## src/rtl/fifo_pkg.sv

```systemverilog
// Shared constants and helpers for the async FIFO family.
// Optional feature macro used by the read-side block: RPTR_UFLOW_EN.
package fifo_pkg;

    localparam int unsigned ADDRSIZE_DEF = 4;
    localparam int unsigned UFLOW_CNT_W  = 8;
    localparam int unsigned GRAY_MAX_W   = 32;

    // Binary to reflected Gray; callers zero-extend into and truncate out of GRAY_MAX_W.
    function automatic logic [GRAY_MAX_W-1:0] bin2gray(input logic [GRAY_MAX_W-1:0] b);
        return b ^ (b >> 1);
    endfunction

endpackage

```

## src/rtl/gray2bin.sv

```systemverilog
// Gray to binary conversion: each binary bit is the XOR of all Gray bits at or above it.
module gray2bin #(
    parameter int unsigned W = 5
) (
    input  logic [W-1:0] gray,
    output logic [W-1:0] bin_c
);

    // Suffix XOR reduction per bit keeps the net graph acyclic.
    for (genvar i = 0; i < W; i++) begin : g_bit
        assign bin_c[i] = ^gray[W-1:i];
    end

endmodule

```

## src/rtl/rptr_empty_lvl.sv

```systemverilog
// Read-side pointer, empty / almost-empty flags, fill level and read-accept strobe.
// Optional macro RPTR_UFLOW_EN adds a sticky underflow flag and a saturating
// rejected-read counter.
module rptr_empty_lvl
    import fifo_pkg::*;
#(
    parameter int unsigned ADDRSIZE = ADDRSIZE_DEF
) (
    input  logic                rclk,
    input  logic                rrst,
    input  logic                rinc,
    input  logic [ADDRSIZE:0]   rwptr2,
    input  logic [ADDRSIZE:0]   rae_th,
    output logic [ADDRSIZE-1:0] raddr,
    output logic [ADDRSIZE:0]   rptr,
    output logic                rempty,
    output logic                raempty,
    output logic [ADDRSIZE:0]   rlevel,
`ifdef RPTR_UFLOW_EN
    output logic                   ruflow,
    output logic [UFLOW_CNT_W-1:0] ruflow_cnt,
`endif
    output logic                rack
);

    localparam int unsigned PW = ADDRSIZE + 1;

    logic [PW-1:0] rbin_q,    rbin_d;
    logic [PW-1:0] rptr_q,    rptr_d;
    logic          rempty_q,  rempty_d;
    logic          raempty_q, raempty_d;
    logic [PW-1:0] rlevel_q,  rlevel_d;
    logic          rack_q,    rack_d;

    logic          acc_c;
    logic [PW-1:0] rwbin_c;

`ifdef RPTR_UFLOW_EN
    logic                   ruflow_q,     ruflow_d;
    logic [UFLOW_CNT_W-1:0] ruflow_cnt_q, ruflow_cnt_d;
`endif

    gray2bin #(.W(PW)) u_wptr_g2b (
        .gray  (rwptr2),
        .bin_c (rwbin_c)
    );

    // Reads are only accepted while the registered empty flag is low.
    assign acc_c = rinc & ~rempty_q;

    // Next pointer pair, level and flags, all from the post-accept pointer.
    always_comb begin
        rbin_d    = rbin_q + PW'(acc_c);
        rptr_d    = PW'(bin2gray(GRAY_MAX_W'(rbin_d)));
        rlevel_d  = rwbin_c - rbin_d;
        rempty_d  = (rptr_d == rwptr2);
        raempty_d = (rlevel_d <= rae_th);
        rack_d    = acc_c;
    end

`ifdef RPTR_UFLOW_EN
    // Sticky underflow and saturating count of reads rejected while empty.
    always_comb begin
        ruflow_d     = ruflow_q;
        ruflow_cnt_d = ruflow_cnt_q;
        if (rinc && rempty_q) begin
            ruflow_d = 1'b1;
            if (ruflow_cnt_q != {UFLOW_CNT_W{1'b1}}) begin
                ruflow_cnt_d = ruflow_cnt_q + UFLOW_CNT_W'(1);
            end
        end
    end

    // Underflow state registers.
    always_ff @(posedge rclk) begin
        if (rrst) begin
            ruflow_q     <= 1'b0;
            ruflow_cnt_q <= '0;
        end else begin
            ruflow_q     <= ruflow_d;
            ruflow_cnt_q <= ruflow_cnt_d;
        end
    end

    assign ruflow     = ruflow_q;
    assign ruflow_cnt = ruflow_cnt_q;
`endif

    // Pointer, flag and level registers; reset wins over any pending read.
    always_ff @(posedge rclk) begin
        if (rrst) begin
            rbin_q    <= '0;
            rptr_q    <= '0;
            rempty_q  <= 1'b1;
            raempty_q <= 1'b1;
            rlevel_q  <= '0;
            rack_q    <= 1'b0;
        end else begin
            rbin_q    <= rbin_d;
            rptr_q    <= rptr_d;
            rempty_q  <= rempty_d;
            raempty_q <= raempty_d;
            rlevel_q  <= rlevel_d;
            rack_q    <= rack_d;
        end
    end

    assign raddr   = rbin_q[ADDRSIZE-1:0];
    assign rptr    = rptr_q;
    assign rempty  = rempty_q;
    assign raempty = raempty_q;
    assign rlevel  = rlevel_q;
    assign rack    = rack_q;

endmodule

```

## config.mk

```make
export PLATFORM = sky130hd
export DESIGN_NAME = rptr_empty_lvl
export DESIGN_NICKNAME = d
export VERILOG_FILES = /design/src/rtl/fifo_pkg.sv /design/src/rtl/gray2bin.sv /design/src/rtl/rptr_empty_lvl.sv
export SDC_FILE = /design/constraint.sdc
export NUM_CORES = 1
export LEC_CHECK = 0
export CAP_MARGIN = 25
export CORE_ASPECT_RATIO = 0.5
export CORE_MARGIN = 1.5
export CORE_UTILIZATION = 35
export DETAILED_ROUTE_END_ITERATION = 8
export SYNTH_ARGS = -nofsm -noshare
export SYNTH_HDL_FRONTEND = slang
export SYNTH_SLANG_ARGS = --single-unit
export TNS_END_PERCENT = 10
```

## constraint.sdc

```tcl
create_clock -name rclk -period 3.3 [get_ports rclk]
set_input_delay 0.66 -clock rclk [delete_from_list [all_inputs] [get_ports rclk]]
set_output_delay 0.66 -clock rclk [all_outputs]
set_load 0.01 [all_outputs]
```

==> results of run 1 <==
registers in the layout, indices dropped and copies added, names as in the netlist:
| name | cells |
|---|---|
| rbin_q | 5 |
| rlevel | 5 |
| rptr | 4 |
| rack | 1 |
| raempty | 1 |
| rempty | 1 |
tightest hold or removal path: cells and delay by family, from the launching register on:
family / cells / cell delay, ns
xor gates and xnor gates: 1 / 0.20
DFF: 1 / 0.37
and+or+nand+nor: 1 / 0.08
logic make-up after synthesis:
| group | Yosys count |
|---|---|
| flops | 17 |
| xor+xnor | 22 |
| compound gates | 10 |
| fa+ha+maj | 11 |
| mux | 1 |
| buf+inv | 12 |
| simple gates | 24 |
layout make-up:
type	count	area (µm²)
Tap cell	37	46.3
Sequential cell	17	340
Timing Repair Buffer	50	448
Inverter	11	41.3
Fill cell	227	1090
Multi-Input combinational cell	68	638
Clock buffer	4	45.0
layer usage:
metal / global-route usage [%] / part of all wire, %
met5: 0 / 0
met4: 8.04 / 1.9
met3: 3.78 / 4.0
met2: 20.4 / 43
met1: 18.4 / 51
power groups by stage:
stage                     registers (mW)  clock network [mW]  logic, mW
after floorplan                    0.247                   0      0.119
after global placement             0.236                   0      0.235
after detailed placement           0.236                   0      0.237
after CTS                          0.232               0.165      0.241
after global routing               0.234               0.174      0.279
final                              0.232               0.161      0.248
through the flow:
step,instance area (µm²),TNS [ns],std cells,hold WS [ns]
after floorplan,997,0,97,0.630
after global placement,1470,-0.418,180,0.675
after detailed placement,1470,-0.458,180,0.673
after CTS,1520,0,185,0.683
after global routing,1560,-0.0490,187,0.707
final,1560,0,187,0.679
final timing paths:
check             from      end  slack, ns  depth (start not counted)
max          rwptr2[3]  raempty       0.09                         14
min          rbin_q[1]  rptr[0]       0.68                          2
max reg2reg     rempty  raempty       0.67                         13
min reg2reg  rbin_q[1]  rptr[0]       0.68                          2
cell usage after synthesis (all sizes together):
cell type  count
dfxtp         17
inv           11
nor2          11
xor2          11
ha            10
xnor2         10
nor2b          6
o21a           3
a21o           2
a21oi          2
a31oi          1
a41o           1
and2           1
and2b          1
and3           1
clkbuf         1
fa             1
mux2i          1
nand2b         1
nand3          1
nand4          1
o21ai          1
or2b           1
xor3           1
timing repair:
| item | in CTS | in global routing |
|---|---|---|
| endpoints found under the setup margin | 1 | 1 |
| resized for setup | 2 | 8 |
| cloned | 0 | 0 |
| pin swaps | 4 | 7 |
| setup buffers | 1 | 2 |
==> results.sh, run 1 <==
export IMPL_synth_compound_gate_area_share_pct=6.90
export IMPL_die_h_um=40.7
export IMPL_io_buffer_count=29
export IMPL_fin_crit_ns=3.21
export IMPL_cts_hold_buf=0
export IMPL_clk_latency_ns=0.26
export IMPL_utilization_pct=58.8
export IMPL_dr_first_iter_drc_count=11
export IMPL_routedWlPerCell_um=10.6
export IMPL_seq_power_share_pct=36.1
export IMPL_antenna_found_initial=0
export IMPL_crit_family="adder cells"
export IMPL_htreeDepth=1
export IMPL_worstMarginPinSlew_ns=0.625
export IMPL_coreArea_um2=2650
export IMPL_track_usage_pct=13.7
export IMPL_final_cell_mix="clkdlybuf4s50_1 (26), buf_4 (21), dfxtp_1 (17)"
export IMPL_fin_ws_ns=0.0862
export IMPL_syn_area_per_cell_um2=10.3
export IMPL_intPower_mw=0.459
export IMPL_diodes=0
export IMPL_pwr_share_comb_pct=38.7
export IMPL_dieArea_um2=3200
export IMPL_syn_instance_count=97
export IMPL_first_global_vias=677
export IMPL_grt_pass1_wl_um=3120
export IMPL_die_width_um=78.5
export IMPL_gp_congestion=0.734
export IMPL_setup_violations=0
export IMPL_cts_sinks=17
export IMPL_yosys_mux_area_fraction_pct=1.00
export IMPL_cp_slowest_stage_delay_ns=0.53
export IMPL_power_density_nw_per_um2=411
export IMPL_switching_share_pct=28.5
export IMPL_drive_gt1_share_pct=25.3
export IMPL_worstPathArrival_ns=3.41
export IMPL_overflow=0
export IMPL_clkPwrFrac_pct=25.1
export IMPL_drt_pass1_iter_count=4
export IMPL_cts_made_buffers=3
export IMPL_syn_cell_area_um2=997
export IMPL_required_ns=3.50
export IMPL_clock_path_buffers=2
export IMPL_synth_top_area_cell="dfxtp_1"
export IMPL_drc=0
export IMPL_grt_max_degree=18
export IMPL_finalHoldViolations=0
export IMPL_critPathMostFrequentCell="o21a_1"
export IMPL_maxCapViolations=0
export IMPL_max_freq_mhz=311
export IMPL_dp_slack_ns=-0.458
export IMPL_status="finished clean"
export IMPL_period_share_pct=97.4
export IMPL_syn_nets=121
export IMPL_leakagePower_nw=0.717
export IMPL_worstPathMaxFanout=2
export IMPL_ys_warn_count=0
export IMPL_report_final_slew_viol_count=0
export IMPL_vias_per_cell=4.17
export IMPL_postRouteAntennaNets=0
export IMPL_slew_headroom_pct=58.2
export IMPL_cts_tree="yes"
export IMPL_start_util_pct=37.6
export IMPL_synth_adder_area_share_pct=14.6
export IMPL_crit_type="in -> reg"
export IMPL_cts_root_buf="clkbuf_8"
export IMPL_routed_wl_um=1990
export IMPL_synth_area_leaders="dfxtp_1 (34%), ha_1 (13%), xnor2_1 (7.9%)"
export IMPL_synthXorXnorAreaFrac_pct=24.6
export IMPL_ios=30
export IMPL_cts_clk_slew_worst_paths_ns=0.07
export IMPL_skew_ns=0.00946
export IMPL_critical_path_cell_chain="dlygate4sd2_1, xor2_2, xnor2_2, xor2_2, xor2_1, ha_2, fa_2, inv_1, ha_1, nor2b_1, o21a_1, o21a_1, o21a_1, o21ai_1"
export IMPL_yosysSeqAreaShare_pct=34.1
export IMPL_synth_top_family_by_area="XOR/XNOR gates"
export IMPL_synth_cell_types=27
export IMPL_switchingPower_mw=0.182
export IMPL_hp_class="reg -> reg"
export IMPL_synth_seq_cells=17
export IMPL_synth_top_area_share_pct=34.1
export IMPL_rows=13
export IMPL_dp_hpwl_um=1510
export IMPL_dr_total_vias=779
export IMPL_irDropWorstVdd_v=0.000164
export IMPL_area_growth_syn_to_layout_pct=56.3
export IMPL_final_common_cell="clkdlybuf4s50_1"
export IMPL_yosys_area_share_simple_pct=14.3
export IMPL_endpoint_kind="register"
export IMPL_total_power_mw=0.641
export IMPL_start_kind="input port"
export IMPL_cp_slowest_cell="fa_2"
export IMPL_cp_num_buf_inv=2
export IMPL_nets=175
Note: power is estimated with default switching activity, not from simulation.
==> inputs of run 2 (changes only) <==
- CORE_MARGIN: 1.5 -> default
- SETUP_SLACK_MARGIN: default -> 0.05
==> results.sh, run 2 (synthesis gave the netlist of run 1 again) <==
export IMPL_slew_headroom_pct=57.0
export IMPL_cts_root_buf="clkbuf_8"
export IMPL_diodes=0
export IMPL_multiInputGateArea_um2=678
export IMPL_rsz0062_at_grt="false"
export IMPL_hold_slack_ns=0.715
export IMPL_track_usage_pct=14.8
export IMPL_reg2reg_depth=12
export IMPL_grt_use_met2_pct=26.3
export IMPL_worstMarginPinSlew_ns=0.643
export IMPL_area_growth_syn_to_layout_pct=61.7
export IMPL_maxCapViolations=0
export IMPL_gr_usage_met1_pct=17.5
export IMPL_final_common_cell="clkdlybuf4s50_1"
export IMPL_irDropWorstVdd_v=0.000198
export IMPL_die_width_um=77.5
export IMPL_vias_per_cell=4.29
export IMPL_finalSetupTns_ns=0
export IMPL_htreeDepth=1
export IMPL_fin_crit_ns=3.14
export IMPL_crit_type="in -> reg"
export IMPL_clk_latency_ns=0.26
export IMPL_period_share_pct=95.1
export IMPL_r2r_start="rbin_q[0]"
export IMPL_coreArea_um2=2650
export IMPL_regArea_um2=340
export IMPL_hp_class="reg -> reg"
export IMPL_total_power_mw=0.661
export IMPL_dp_hpwl_um=1560
export IMPL_skew_ns=0.00481
export IMPL_max_freq_mhz=319
export IMPL_grt_busiest_layer="met2"
export IMPL_setup_violations=0
export IMPL_r2r_end="raempty"
export IMPL_start_kind="input port"
export IMPL_status="finished clean"
export IMPL_dr_total_vias=811
export IMPL_cts_clk_slew_worst_paths_ns=0.07
export IMPL_worstPathArrival_ns=3.29
export IMPL_drive_gt1_share_pct=30.9
export IMPL_start_util_pct=37.6
export IMPL_layout_cells_non_filler=189
export IMPL_finalHoldViolations=0
export IMPL_endpoint_kind="register"
export IMPL_routed_wl_um=2100
export IMPL_final_cell_mix="clkdlybuf4s50_1 (26), buf_4 (23), dfxtp_1 (17)"
export IMPL_routedWlPerCell_um=11.1
export IMPL_overflow=0
export IMPL_drc=0
export IMPL_cts_hold_buf=0
export IMPL_gp_congestion=0.699
export IMPL_nets=177
export IMPL_required_ns=3.45
export IMPL_grt_pass1_wl_um=3250
export IMPL_grt_met3_usage_pct=4.42
export IMPL_worstPathMaxFanout=2
export IMPL_rows=13
export IMPL_cts_made_buffers=3
export IMPL_cts_tree="yes"
export IMPL_postRouteAntennaNets=0
export IMPL_die_h_um=39.7
export IMPL_utilization_pct=60.8
export IMPL_ff2ff_setup_slack_ns=0.70
export IMPL_leakagePower_nw=0.731
export IMPL_drt_pass1_iter_count=4
export IMPL_antenna_found_initial=0
export IMPL_grt_max_degree=18
export IMPL_dp_cells=180
export IMPL_first_global_vias=714
export IMPL_crit_end="raempty"
export IMPL_startpoint="rwptr2[4]"
export IMPL_cts_sinks=17
export IMPL_clock_path_buffers=2
export IMPL_power_density_nw_per_um2=410
export IMPL_dr_first_iter_drc_count=18
export IMPL_io_buffer_count=29
export IMPL_ios=30
export IMPL_dieArea_um2=3080
export IMPL_report_final_slew_viol_count=0
export IMPL_num_fill_cells=241
run 2: worst min-delay path by stage:
| stage | startpoint | end | cells past startpoint |
|---|---|---|---|
| after floorplan | rempty | rack | 2 |
| after global placement | rbin_q[1] | rptr[0] | 2 |
| after detailed placement | rbin_q[1] | rptr[0] | 2 |
| after CTS | rbin_q[1] | rptr[0] | 2 |
| after global routing | rbin_q[1] | rptr[0] | 2 |
| final | rbin_q[4] | rbin_q[4] | 3 |
run 2: stage by stage:
step	setup WS [ns]	area, µm²
floorplan	0.177	997
global placement	-0.418	1470
detailed placement	-0.499	1470
CTS	0.0511	1530
global route	0.0511	1610
finish	0.161	1610
run 2: layer usage:
layer  vias up  share of wire, %
li1        415                 -
met1       376                47
met2        16                48
met3         4               4.2
met4         0               1.4
met5         -                 0
run 2: area by class of cell:
| cell class | instances | share of cell area (%) |
|---|---|---|
| Timing Repair Buffer | 52 | 28.5 |
| Clock inverter | 1 | 0.310 |
| Clock buffer | 3 | 2.56 |
| Tap cell | 37 | 2.87 |
| Inverter | 11 | 2.56 |
| Sequential cell | 17 | 21.1 |
| Multi-Input combinational cell | 68 | 42.0 |
run 2: timing repair:
item	in CTS	in global routing
gates resized for setup	8	9
buffers inserted	2	3
pin swaps	5	9
setup endpoints to repair	1	1
run 2: power breakdown:
part	switching [mW]	internal (mW)
registers	0.00733	0.225
clock network	0.0788	0.0840
logic	0.106	0.160
total	0.193	0.469
run 2: critical path: stages:
cell and delay (ns):
clkdlybuf4s15_1 0.22, xor2_2 0.21, xnor2_2 0.20, xor2_2 0.19
xor2_1 0.20, ha_2 0.22, fa_2 0.21, inv_1 0.04
a21o_1 0.17, a21oi_2 0.17, xnor2_2 0.14, ha_1 0.26
and3_1 0.17, a31oi_1 0.13, o21ai_1 0.09
==> inputs of run 3 (changes only) <==
- CORE_MARGIN: default -> 1.5
- SLEW_MARGIN: default -> 20
==> results.sh, run 3 (synthesis gave the netlist of run 1 again) <==
export IMPL_start_util_pct=37.6
export IMPL_fin_crit_ns=3.13
export IMPL_stdcell_area_um2=1620
export IMPL_period_share_pct=94.9
export IMPL_first_global_vias=716
export IMPL_routed_wl_um=2000
export IMPL_cp_num_buf_inv=2
export IMPL_critical_path_cell_chain="clkdlybuf4s15_1, xor2_2, xnor2_2, xor2_2, xor2_1, ha_2, fa_2, inv_1, ha_4, nor2b_1, o21a_1, o21a_1, o21a_1, o21ai_1"
export IMPL_report_final_slew_viol_count=0
export IMPL_htreeDepth=1
export IMPL_cts_sinks=17
export IMPL_status="finished clean"
export IMPL_rsz0062_at_grt="false"
export IMPL_skew_ns=0.00567
export IMPL_finalHoldViolations=0
export IMPL_drive_gt1_share_pct=30.1
export IMPL_irDropWorstVdd_v=0.000168
export IMPL_ios=30
export IMPL_clk_latency_ns=0.26
export IMPL_grt_pass1_wl_um=3290
export IMPL_cts_clk_slew_worst_paths_ns=0.07
export IMPL_start_kind="input port"
export IMPL_total_power_mw=0.653
export IMPL_slew_headroom_pct=58.7
export IMPL_track_usage_pct=14.5
export IMPL_rows=13
export IMPL_cp_slowest_stage_delay_ns=0.44
export IMPL_critPathMostFrequentCell="o21a_1"
export IMPL_crit_type="in -> reg"
export IMPL_setup_violations=0
export IMPL_nets=178
export IMPL_endpoint_kind="register"
export IMPL_worstPathArrival_ns=3.33
export IMPL_cts_tree="yes"
export IMPL_drt_pass1_iter_count=2
export IMPL_dieArea_um2=3200
export IMPL_routedWlPerCell_um=10.5
export IMPL_postPlaceCellArea_um2=1470
export IMPL_hp_class="reg -> reg"
export IMPL_worstPathMaxFanout=2
export IMPL_required_ns=3.49
export IMPL_final_common_cell="clkdlybuf4s50_1"
export IMPL_dp_hpwl_um=1510
export IMPL_drc=0
export IMPL_die_width_um=78.5
export IMPL_cts_made_buffers=3
export IMPL_crit_family="adder cells"
export IMPL_leakagePower_nw=0.730
export IMPL_die_h_um=40.7
export IMPL_dr_total_vias=782
export IMPL_power_density_nw_per_um2=403
export IMPL_io_buffer_count=29
export IMPL_max_freq_mhz=319
export IMPL_cts_root_buf="clkbuf_8"
export IMPL_postRouteAntennaNets=0
export IMPL_worstMarginPinSlew_ns=0.618
export IMPL_gp_congestion=0.734
export IMPL_overflow=0
export IMPL_antenna_found_initial=0
export IMPL_diodes=0
export IMPL_dr_first_iter_drc_count=8
export IMPL_dp_cells=180
export IMPL_grt_max_degree=18
export IMPL_final_cell_mix="clkdlybuf4s50_1 (26), buf_4 (24), dfxtp_1 (17)"
export IMPL_layout_cells_non_filler=190
export IMPL_utilization_pct=61.1
export IMPL_cp_slowest_cell="fa_2"
export IMPL_clock_path_buffers=2
export IMPL_maxCapViolations=0
export IMPL_vias_per_cell=4.12
export IMPL_coreArea_um2=2650
export IMPL_area_growth_syn_to_layout_pct=62.5
[run 3: final timing paths]
check | from | end | slack, ns | cells past startpoint
max | rwptr2[4] | raempty | 0.17 | 14
min | rbin_q[1] | rptr[0] | 0.70 | 2
max reg2reg | rempty | raempty | 0.74 | 13
min reg2reg | rbin_q[1] | rptr[0] | 0.70 | 2
[run 3: timing repair]
action | in CTS | in global routing
resized for setup | 6 | 11
hold buffers | 0 | 0
setup endpoints to repair | 1 | 1
pin swaps | 4 | 9
buffers inserted | 3 | 3
[run 3: metrics by stage]
stage / hold slack, ns / worst slack (ns) / setup TNS, ns
after CTS: 0.684 / 0.0510 / 0
after floorplan: 0.630 / 0.177 / 0
final: 0.699 / 0.168 / 0
after detailed placement: 0.673 / -0.458 / -0.458
after global placement: 0.675 / -0.418 / -0.418
after global routing: 0.721 / 0.0431 / 0
[run 3: layout make-up]
type	count	area [µm²]
fillers	224	1030
well taps	37	46.3
repair buffers	53	469
inverters	11	41.3
clock buffers	4	45.0
multi-input cells	68	678
flip-flops and latches	17	340
[run 3: worst reg2reg max path, cell delays in order, from the launching register on]
cell	delay, ns
dfxtp_1	0.38
nor2b_4	0.05
and2_1	0.17
buf_4	0.14
xnor2_2	0.13
inv_1	0.09
fa_2	0.57
inv_1	0.06
ha_4	0.21
nor2b_1	0.12
o21a_1	0.16
o21a_1	0.16
o21a_1	0.16
o21ai_1	0.10
[run 3: report_power, final]
part	internal, mW	total, mW	leakage [nW]	switching (mW)
Sequential	0.225	0.232	0.140	0.00720
Combinational	0.156	0.260	0.567	0.103
Clock	0.0858	0.161	0.0228	0.0754
Total	0.467	0.653	0.730	0.186
[run 3: routing by layer]
metal	share of wire (%)	GRT usage, %	vias up
met5	0	0	-
met4	1.9	8.04	0
met3	4.0	3.78	4
met2	43	22.2	15
met1	51	19.3	348
li1	-	-	415
==> patch 1: new RTL, flow settings as in run 3 <==
Add a define of `RPTR_UFLOW_EN`.
--- a/src/rtl/rptr_empty_lvl.sv
+++ b/src/rtl/rptr_empty_lvl.sv
@@ -1,6 +1,8 @@
 // Read-side pointer, empty / almost-empty flags, fill level and read-accept strobe.
 // Optional macro RPTR_UFLOW_EN adds a sticky underflow flag and a saturating
 // rejected-read counter.
+`define RPTR_UFLOW_EN
+
 module rptr_empty_lvl
     import fifo_pkg::*;
 #(
Behaviour (old outputs only; new: ruflow and ruflow_cnt): unchanged (Yosys induction, for registers that start in step).
==> patch 1 against run 3 <==
  * Clock skew is essentially flat
  * Sequential cell count grew 9
  * First-iteration DRC count grew to 2.5 times the old value
  * Utilization shrank 3.4 points
  * Synthesized area grew 36%
  * Final area grew 27%
  * Non-clock buffer count grew 6
  * Worst setup slack gained 20 ps
  * Sequential share of layout area grew 4.3 points
  * Routed wire length grew 37%
  * Worst hold slack lost 180 ps
  * Count of clock-buffer cells in the layout shrank 1
  * Total power grew 35%
  * Highest routed layer unchanged
==> patch 1: results (changes against run 3) <==
Status
  • Outcome: completed

Layout
  • Max FFs per register: 8
  • Final #Nets: 224 (+26%)
  • Fraction of layout cells with a size suffix above 1: 19.2% (-11 points)
  • Number of diodes: 0 (unchanged)

Critical path
  • Crit Path Max Fanout: 3 (+1)
  • WP data arrival: 3330 ps (about the same)
  • CP delay by family, top: adder cells
  • Slowest cell delay on critical path: 580 ps (+140 ps)

Placed design
  • Dpl hpwl: 2.15 mm (+42%)
  • Pre-CTS setup slack: -529 ps (-71.2 ps)
  • Number of port buffers: 38 (+31%)
  • Global placer's final weighted congestion: 0.768 (+4.6%)

Global routing
  • GRT Resource Usage Total: 13.4% (-1.1 points)
  • Number of global-route vias before repair: 999 (+40%)
  • Antenna violations before repair: 0 (unchanged)
  • First-pass GRT wire length: 4.37 mm (+33%)
  • Largest net degree at the start of global routing: 20 (+2)

Timing
  • Worst Skew: 5.90 ps (+0.226 ps)
  • Slew @ Worst Pin: 695 ps (+76.5 ps)

Drt
  • WL final: 2.73 mm (+37%)
  • Detailed-route vias per instance: 4.37 (+6.1%)
  • Initial detailed-routing violation count: 20 (+12)
  • Drt first pass iters: 4 (+2)

Yosys
  • Seq/Total Area, Yosys: 38.4% (+4.2 points)
  • Synthesized net count: 162 (+34%)
  • Top cells by area, synth: dfxtp_1, ha_1, xor2_1
  • Commonest cells in the netlist: dfxtp_1, nor2_1, xor2_1
  • Primary FF master, synth: dfxtp_1
  • Synth cell types: 29 (+7.4%)

Clock network
  • Max Root-Sink Buffers: 2 (unchanged)
  • Clock transition at the registers of the reported paths: 90 ps (+20 ps)

Hold path
  • Hold Crit Class: flip-flop to flip-flop

Power
  • Pleak: 0.917 nW (+26%)
  • Peak VDD IR: 0.246 mV (+47%)
## patch 1: cell count changes in the layout (fill, tap and decap cells not counted), moves of 4 or more
cell / change
ha_1: +4
dfxtp_1: +9
clkdlybuf4s50_1: +9
xor2_1: +7
nor2_1: +9
nand2_1: +4
nand4_1: +4
## patch 1: per-layer routing
metal,GRT usage [%],vias to the layer above,routed length [um]
met1,16.4,495,1310
met4,3.75,0,19
met2,24.5,20,1310
met5,0,-,0
met3,3.40,2,89
li1,-,570,-
## patch 1: what timing repair did
action                     in CTS  in global routing
setup buffers                   2                  1
pin swaps                       6                  8
gates resized for setup         7                  7
hold endpoints to repair        0                  0
gates cloned                    0                  0
setup endpoints to repair       1                  1
## patch 1: logic make-up (layout without fill, tap and decap cells)
family | count (synthesis) | after routing | synth area share (%)
adders and majority gates | 12 | 12 | 11.6
AOI/OAI and AO/OA | 14 | 14 | 6.83
DFF | 26 | 26 | 38.4
buffers and inverters | 12 | 73 | 3.32
and+or+nand+nor | 44 | 44 | 17.4
muxes | 2 | 2 | 1.48
xor gates and xnor gates | 27 | 27 | 20.9
## patch 1: where the power goes
part | total [mW] | switching (mW) | leakage (nW) | internal, mW
sequential | 0.347 | 0.0114 | 0.213 | 0.336
combinational | 0.266 | 0.110 | 0.669 | 0.155
clock | 0.267 | 0.104 | 0.0357 | 0.162
## patch 1: tightest hold or removal path: cells and delay by family, from the launching register on
kind	cells	cell delay, ps
simple gates	1	90
compound gates	1	50
flops	1	350
## patch 1: path summary, 6_finish.rpt
| check | startpoint | endpoint | slack, ps | depth (start not counted) |
|---|---|---|---|---|
| worst max-delay path | rinc | raempty | 190 | 13 |
| worst min-delay path | ruflow | ruflow | 520 | 2 |
| worst max register to register | rempty | raempty | 660 | 12 |
| worst min register to register | ruflow | ruflow | 520 | 2 |
## patch 1: per-stage QoR
step	cells	util [%]	area, um2	hold WS, ps
after floorplan	137	-	1360	502
after CTS	248	57.0	2030	531
after global routing	249	57.7	2060	561
after global placement	242	54.1	1930	465
after detailed placement	242	54.1	1930	512
final	249	57.7	2060	521
## patch 1: area by class of cell
cell class	instances	area, um2
multi-input cells	99	830
well taps	51	63.8
clock buffers	3	41.3
flip-flops and latches	26	520
fillers	312	1510
inverters	10	37.5
repair buffers	59	536
clock inverters	1	30.0
==> patch 2: new RTL, config.mk and constraints of run 3 <==
Without the edit above. Put one more register stage on the output `rlevel`, cleared by the reset. The value now appears one clock later. The other outputs are not delayed to match.
--- a/src/rtl/rptr_empty_lvl.sv
+++ b/src/rtl/rptr_empty_lvl.sv
@@ -109,7 +109,13 @@
     assign rptr    = rptr_q;
     assign rempty  = rempty_q;
     assign raempty = raempty_q;
-    assign rlevel  = rlevel_q;
+    always_ff @(posedge rclk) begin
+        if (rrst) begin
+            rlevel <= '0;
+        end else begin
+            rlevel <= rlevel_q;
+        end
+    end
     assign rack    = rack_q;
 
 endmodule
Check against the original RTL: not equivalent (a bounded check fails within 4 cycles, from zero or initial values and one cycle with rrst high).
==> patch 2 against run 3 <==
  * Maximum frequency shrank 0.35%
  * Worst hold slack lost 260 ps
  * Sequential cell count increased by 5
  * Die area grew 11%
  * Worst setup slack lost 11 ps
  * Final area increased by 5.8%
  * Global-route usage down 1.4 points
  * Utilization decreased by 4.2 points
  * Total power up 24%
  * Synthesized area increased by 12%
  * Routed wire length grew 9.5%
  * Sequential power increased by 29%
==> patch 2: results (changes against run 3) <==
Global routing
  • First-pass GRT wire length: 3.64 mm (+11%)
  • GRT Resource Usage Total: 13.1% (-1.4 points)
  • Number of global-route vias before repair: 814 (+14%)
  • Met3 global-route usage: 4.09% (+0.31 points)
  • Largest net degree at the start of global routing: 23 (+5)
  • Met1 GRT Util: 15.9% (-3.5 points)
  • Met2 Use GR: 23.6% (+1.4 points)

Critical path
  • Reg2reg path depth: 11 (-2)
  • Critical path endpoint: raempty
  • Slowest cell delay on critical path: 550 ps (+110 ps)
  • R2r setup slk: 690 ps (-50 ps)
  • CP delay by family, top: adder cells
  • WP data arrival: 3350 ps (+20 ps)
  • CP Launch Point: rwptr2[1]
  • R2r startpoint: rbin_q[0]

Layout
  • Data buffer area share: 25.5% (-3.5 points)
  • Seq cells: 22 (+5)
  • Fraction of layout cells with a size suffix above 1: 25.3% (-4.7 points)
  • Nonclk buf count: 50 (-5.7%)
  • Fillcell total: 277 (+24%)
  • Multi-input combinational area share: 39.6% (-2.3 points)
  • Seq. cell area: 440 um2 (+29%)
  • Clk cell area share: 4.16% (+1.4 points)
  • Comb_multi_in: 72 (+5.9%)
  • Final #Nets: 183 (+2.8%)
  • Non-clock inverters: 10 (-1)
  • Number of diodes: 0 (unchanged)

Timing
  • Slew @ Worst Pin: 772 ps (+154 ps)
  • Worst Skew: 3.56 ps (-2.12 ps)

Drt
  • WL/cell: 11.0 um (+5.0%)
  • Initial detailed-routing violation count: 27 (+19)
  • Met2 routed WL: 1.06 mm (+24%)
  • Via count: 842 (+7.7%)
  • Top Layer Used: met3
  • Drt first pass iters: 3 (+1)
  • WL met1: 1.03 mm (+1.1%)
  • WL met3: 92 um (+16%)

Hold path
  • Endpoint, Worst Hold: rlevel[1]
  • Hold_sp: rlevel_q[1]
  • Hold path cells: 1 (-1)

Yosys
  • Commonest cells in the netlist: dfxtp_1, nor2_1, nor2b_1
  • Synth Warn #: 0 (unchanged)
  • Top cells by area, synth: dfxtp_1, ha_1, xnor2_1
  • Synth cell types: 24 (-11%)
  • Seq/Total Area, Yosys: 39.4% (+5.3 points)
  • Synthesized net count: 130 (+7.4%)
  • Mapped Avg Cell Area: 10.5 um2 (+2.5%)

Placed design
  • Global placer's final weighted congestion: 0.754 (+2.7%)
  • Dpl hpwl: 1.64 mm (+8.6%)

Clock network
  • Clk_lat worst skew: 260 ps (about the same)
  • CTS buffer count: 3 (unchanged)
  • CTS root buf: clkbuf_8

Power
  • Pleak: 0.783 nW (+7.4%)
  • Clk power: 0.250 mW (+55%)
  • Sw Pwr: 0.203 mW (+9.2%)
  • Clock Power Share: 30.9% (+6.2 points)
  • Seq pwr share: 37.1% (+1.6 points)
  • Peak VDD IR: 0.181 mV (+8.0%)

Status
  • Outcome: completed
patch 2: changes by cell type after synthesis, moves of 2 or more:
cell / run 3 / this run
nor2b_1: 5 / 11
dfxtp_1: 17 / 22
xor2_2: 4 / 1
xor2_1: 7 / 9
patch 2: kinds of logic (layout without fill, tap and decap cells):
group	Yosys count	in the layout	share of synthesized area, %
and+or+nand+nor	28	28	15.1
xor gates and xnor gates	23	23	22.3
DFF	22	22	39.4
buffers and inverters	12	64	4.03
adders and majority gates	11	11	13.0
AOI/OAI and AO/OA	10	10	6.16
patch 2: what timing repair did:
item	4_1_cts	5_1_grt
pin swaps	2	9
setup buffers	1	5
gates resized for setup	7	9
setup endpoints to repair	1	1
patch 2: per-stage QoR:
step	cell area [um2]	hold slack [ps]	setup WS (ps)	instances
6_report	1710	441	157	198
5_1_grt	1710	467	20.4	198
4_1_cts	1660	446	54.6	193
3_5_place_dp	1560	426	-572	188
3_3_place_gp	1560	417	-484	188
2_1_floorplan	1120	414	73.1	106
